**src/rtl/watchdog_reset.sv**
```systemverilog
// System nRESET source: power-on hold pulse plus a vblank-counted 68k watchdog.
// A missed kick within WD_FRAMES vblank edges re-issues the hold pulse.
module watchdog_reset #(
    parameter int WD_FRAMES   = 8,
    parameter int HOLD_CYCLES = 256
) (
    input  logic       CLK_24M,
    input  logic       RESET,
    input  logic       WD_KICK,
    input  logic       VBLANK,
    input  logic       WD_DISABLE,
    output logic       nRESET,
    output logic       WD_TIMEOUT,
    output logic [3:0] WD_COUNT
);

    localparam int HW = $clog2(HOLD_CYCLES) + 1;
    localparam logic [HW-1:0] HOLD_LAST  = HW'(HOLD_CYCLES - 1);
    localparam logic [3:0]    FRAME_LAST = 4'(WD_FRAMES - 1);

    typedef enum logic {
        S_HOLD,
        S_RUN
    } state_t;

    state_t        r_state;
    state_t        w_state_nxt;
    logic [HW-1:0] r_hold_cnt;
    logic [HW-1:0] w_hold_nxt;
    logic [3:0]    r_count;
    logic [3:0]    w_count_nxt;
    logic          r_timeout;
    logic          w_timeout_nxt;
    logic          r_vbl_d;
    logic          r_nreset;
    logic          w_vbl_edge;

    assign w_vbl_edge = VBLANK & ~r_vbl_d;

    always_comb begin
        w_state_nxt   = r_state;
        w_hold_nxt    = r_hold_cnt;
        w_count_nxt   = r_count;
        w_timeout_nxt = r_timeout;
        unique case (r_state)
            S_HOLD: begin
                w_count_nxt = 4'd0;
                if (r_hold_cnt == HOLD_LAST) begin
                    w_state_nxt = S_RUN;
                    w_hold_nxt  = '0;
                end else begin
                    w_hold_nxt = r_hold_cnt + 1'b1;
                end
            end
            S_RUN: begin
                // Disable and kick both outrank a vblank edge in the same cycle
                if (WD_DISABLE) begin
                    w_count_nxt = 4'd0;
                end else if (WD_KICK) begin
                    w_count_nxt = 4'd0;
                end else if (w_vbl_edge && (r_count == FRAME_LAST)) begin
                    w_state_nxt   = S_HOLD;
                    w_hold_nxt    = '0;
                    w_count_nxt   = 4'd0;
                    w_timeout_nxt = 1'b1;
                end else if (w_vbl_edge) begin
                    w_count_nxt = r_count + 4'd1;
                end
            end
            default: begin
                w_state_nxt = S_HOLD;
                w_hold_nxt  = '0;
                w_count_nxt = 4'd0;
            end
        endcase
    end

    always_ff @(posedge CLK_24M) begin
        if (RESET) begin
            r_state    <= S_HOLD;
            r_hold_cnt <= '0;
            r_count    <= 4'd0;
            r_timeout  <= 1'b0;
            r_vbl_d    <= 1'b0;
            r_nreset   <= 1'b0;
        end else begin
            r_state    <= w_state_nxt;
            r_hold_cnt <= w_hold_nxt;
            r_count    <= w_count_nxt;
            r_timeout  <= w_timeout_nxt;
            r_vbl_d    <= VBLANK;
            r_nreset   <= (w_state_nxt == S_RUN);
        end
    end

    assign nRESET     = r_nreset;
    assign WD_TIMEOUT = r_timeout;
    assign WD_COUNT   = r_count;

endmodule
```
**config.mk**
```make
export PLATFORM = sky130hd
export DESIGN_NAME = watchdog_reset
export DESIGN_NICKNAME = d
export VERILOG_FILES = /design/src/rtl/watchdog_reset.sv
export SDC_FILE = /design/constraint.sdc
export NUM_CORES = 1
export LEC_CHECK = 0
export ABC_AREA = 0
export BUFFER_PORTS_ARGS = -buffer_cell sky130_fd_sc_hd__buf_2
export CAP_MARGIN = 20
export CORE_UTILIZATION = 29
export CTS_CLUSTER_SIZE = 14
export DETAILED_ROUTE_END_ITERATION = 6
export PLACE_DENSITY = 0.43
export SLEW_MARGIN = 30
export SYNTH_ARGS = -nofsm -noshare
export SYNTH_HDL_FRONTEND = slang
export SYNTH_SLANG_ARGS = --single-unit
```
**constraint.sdc**
```tcl
create_clock -name CLK_24M -period 2.3 [get_ports CLK_24M]
set_clock_uncertainty 0.2 [all_clocks]
set_input_delay 0.115 -clock CLK_24M [delete_from_list [all_inputs] [get_ports CLK_24M]]
set_output_delay 0.115 -clock CLK_24M [all_outputs]
set_load 0.1 [all_outputs]
```
==> flow_summary.yaml <==
drt:
  wl_per_cell_um: 12.4
  detail_route.drc_violations: 0
  dr_total_vias: 647
  drt_pre_antenna_iters: 4
  viasPerCell: 5.05
  detail-route-antenna-nets: 0
  drt-initial-drc-count: 16
  drt-total-wl_um: 1590
run_status:
  run_status: "completed"
pwr:
  power.clock.fraction: 0.341
  total_power_mw: 0.556
  irDropWorstVdd_v: 0.000286
  switching_share: 0.252
  power.density_cell_area_nw_per_um2: 619
  power_switching_mw: 0.140
  sequentialPowerShare: 0.577
  power.internal_mw: 0.416
  combPwrFrac: 0.082
  leakage_nw: 0.342
cts:
  post_cts.resized_instances: 0
  max-clock-path-buffers: 2
  post_cts.repair.setup_buffers: 0
  postCtsHoldBufs: 3
  cts_sinks: 16
  numCtsBuffers: 3
  h-tree-depth: 1
  clock-root-buffer: "clkbuf_4"
  clkSlewWorstSetupHoldPaths_ns: 0.10
  clk-insertion-delay-late_ns: 0.28
  cts_tree: "done"
sta:
  max_slew.worst_pin.slew_ns: 0.485
  grt_setup_unrepaired: "false"
  hold_viol: 0
  min_period_ns: 1.91
  fin_setup_tns_ns: 0
  final.period_utilization: 0.829
  slew_headroom: 0.679
  slew_viol_final: 0
  max_clock_freq_mhz: 524
  setup_violations: 0
die:
  die_height_um: 53.0
  placement_rows: 18
  initial_utilization: 0.305
  number_of_ports_placed_on_the_die_boundary: 11
  core_region_area_sq_um: 2480
  dieArea_sq_um: 2810
  dieWidth_um: 53.0
grt:
  global_route.overflow_total: 0
  grt_antenna_before_repair: 0
  wire_length_of_the_first_global_routing_pass_um: 2650
  global_route_total_usage_across_every_layer: 0.133
  grt_pass1_vias: 589
  largest_net_degree_at_the_start_of_global_routing: 12
setup_path:
  timing.critical_path.required_ns: 2.32
  rr_worst_depth: 5
  worst_path_slowest_cell: "a211oi_2"
  timing.critical_path.to_type: "flop"
  reg2reg_launch_point: "r_hold_cnt[0]$_SDFFE_PP0P_"
  critPathMaxStageDelay_ns: 0.42
  r2r_slack_ns: 0.39
  timing.critical_path.max_delay_family: "compound AO/OA/AOI/OAI gates"
  critical_path.reg2reg.endpoint: "r_hold_cnt[5]$_SDFFE_PP0P_"
  critPathArrivalTime_ns: 1.93
  worst-path-buf-inv: 0
  crit_path_cell_trace: "ha_1 -> and4_1 -> a211oi_2 -> o21ai_0 -> a31oi_1"
  timing_worst_setup_path_type: "reg2reg"
  critPathMaxFanout: 7
  critical_path.startpoint_type: "flop"
synth:
  synth_sequential_area_ratio: 0.425
  number_of_enable_flip_flop_cells_after_synthesis: 0
  synth.distinct_cells: 33
  synth_area_per_cell_sq_um: 9.09
  ys_top_cells_by_area: "dfxtp_1, nor2_1, a21oi_1, xnor2_1, ha_1"
  netlist_instances: 83
  mappedNetlistNets: 90
  synth_top_cell_area_share: 0.425
  asyncSetResetFlopFracSynth: 0
  synth.cell_area_sq_um: 754
  synthDominantAreaCellType: "dfxtp_1"
  synth-seq-cells: 16
  ys_warn_count: 0
  dominantRegCellSynth: "dfxtp_1"
job:
  cap_violations: 0
final_layout:
  fin_area_sq_um: 898
  antenna_cells: 0
  most_used_cells_in_the_layout_excluding_fill_and_tap_cells: "dfxtp_1, buf_2, nor2_1"
  fraction_of_layout_cells_with_a_size_suffix_above_1: 0.204
  finish.net_count: 106
  mostFrequentLayoutCell: "dfxtp_1"
  area_delta_synth_final_pct: 19.1
hold_path:
  worstHoldEndpoint: "WD_COUNT[3]$_SDFFE_PP0P_"
  hold_path_class: "in2reg"
  min_path_cells: 4
  holdCritStartpoint: "WD_DISABLE"
placement:
  place.port_buffers: 10
  placed_wire_length_estimate_um: 1140
  placedInstanceArea_sq_um: 832
  gp_congestion: 0.699
==> cell families (layout without fill, tap and decap cells) <==
| family | Yosys count | after routing | synth area share |
|---|---|---|---|
| xor+xnor | 3 | 3 | 0.0348 |
| simple gates | 38 | 38 | 0.299 |
| fa+ha+maj | 2 | 2 | 0.0332 |
| mux | 1 | 1 | 0.0133 |
| flops | 16 | 16 | 0.425 |
| compound gates | 19 | 19 | 0.172 |
| buf+inv | 4 | 19 | 0.0232 |
==> flip-flops by register name, indices dropped and copies added, names as in the netlist <==
| name | count |
|---|---|
| WD_TIMEOUT | 1 |
| r_vbl_d | 1 |
| WD_COUNT | 4 |
| nRESET | 1 |
| r_hold_cnt | 9 |
==> stage by stage <==
stage | hold WS [ns] | instances | utilization | setup WS [ns]
after floorplan | 0.0432 | 83 | - | 0.0669
after global placement | 0.170 | 121 | 0.336 | 0.486
after detailed placement | 0.173 | 121 | 0.336 | 0.454
after CTS | 0.0165 | 128 | 0.363 | 0.423
after global routing | 0.0403 | 128 | 0.363 | 0.260
final | 0.0236 | 128 | 0.363 | 0.392
==> cells in the mapped netlist, drive strengths merged (2+ instances only) <==
master / n
xnor2: 3
and3: 2
a2bb2oi: 2
nand2: 5
nand2b: 3
nand3: 4
inv: 2
nor3b: 2
buf: 2
nor3: 4
nor2: 9
a31oi: 3
a211oi: 2
o21ai: 2
dfxtp: 16
a21oi: 6
ha: 2
==> final cells by class <==
class	instances	area [sq um]
Fill cell	275	1580
Multi-Input combinational cell	63	417
Sequential cell	16	320
Timing Repair Buffer	13	80.1
Tap cell	30	37.5
Clock buffer	4	36.3
Inverter	2	7.51
==> power by group through the flow <==
stage,clock network (mW),logic [mW],registers (mW)
2_1_floorplan,0,0.0320,0.321
3_3_place_gp,0,0.0413,0.328
3_5_place_dp,0,0.0408,0.327
4_1_cts,0.200,0.0448,0.320
5_1_grt,0.210,0.0535,0.324
6_report,0.189,0.0455,0.321
==> worst reg2reg max path: stages, from the launching register on <==
cell and delay (ns):
dfxtp_1 0.36, ha_1 0.26, and4_1 0.24, a211oi_2 0.42, o21ai_0 0.17, a31oi_1 0.19
==> routing by layer <==
layer	routed length, um	share of wire	global-route usage	up-vias
met5	0	0	0	-
met4	13	0.0082	0.0395	0
met3	42	0.026	0.0431	2
met2	734	0.46	0.211	10
met1	795	0.50	0.168	301
li1	-	-	-	334
==> worst max-delay path by stage <==
| stage | start | end | cells after the start |
|---|---|---|---|
| CTS | r_hold_cnt[0]$_SDFFE_PP0P_ | r_hold_cnt[5]$_SDFFE_PP0P_ | 5 |
| detailed placement | r_hold_cnt[0]$_SDFFE_PP0P_ | r_hold_cnt[5]$_SDFFE_PP0P_ | 5 |
| finish | r_hold_cnt[0]$_SDFFE_PP0P_ | r_hold_cnt[5]$_SDFFE_PP0P_ | 5 |
| global placement | WD_COUNT[0]$_SDFFE_PP0P_ | r_hold_cnt[3]$_SDFFE_PP0P_ | 5 |
| floorplan | WD_COUNT[0]$_SDFFE_PP0P_ | r_hold_cnt[5]$_SDFFE_PP0P_ | 5 |
| global route | r_hold_cnt[0]$_SDFFE_PP0P_ | r_hold_cnt[5]$_SDFFE_PP0P_ | 5 |
Note: power is estimated with default switching activity, not from simulation.
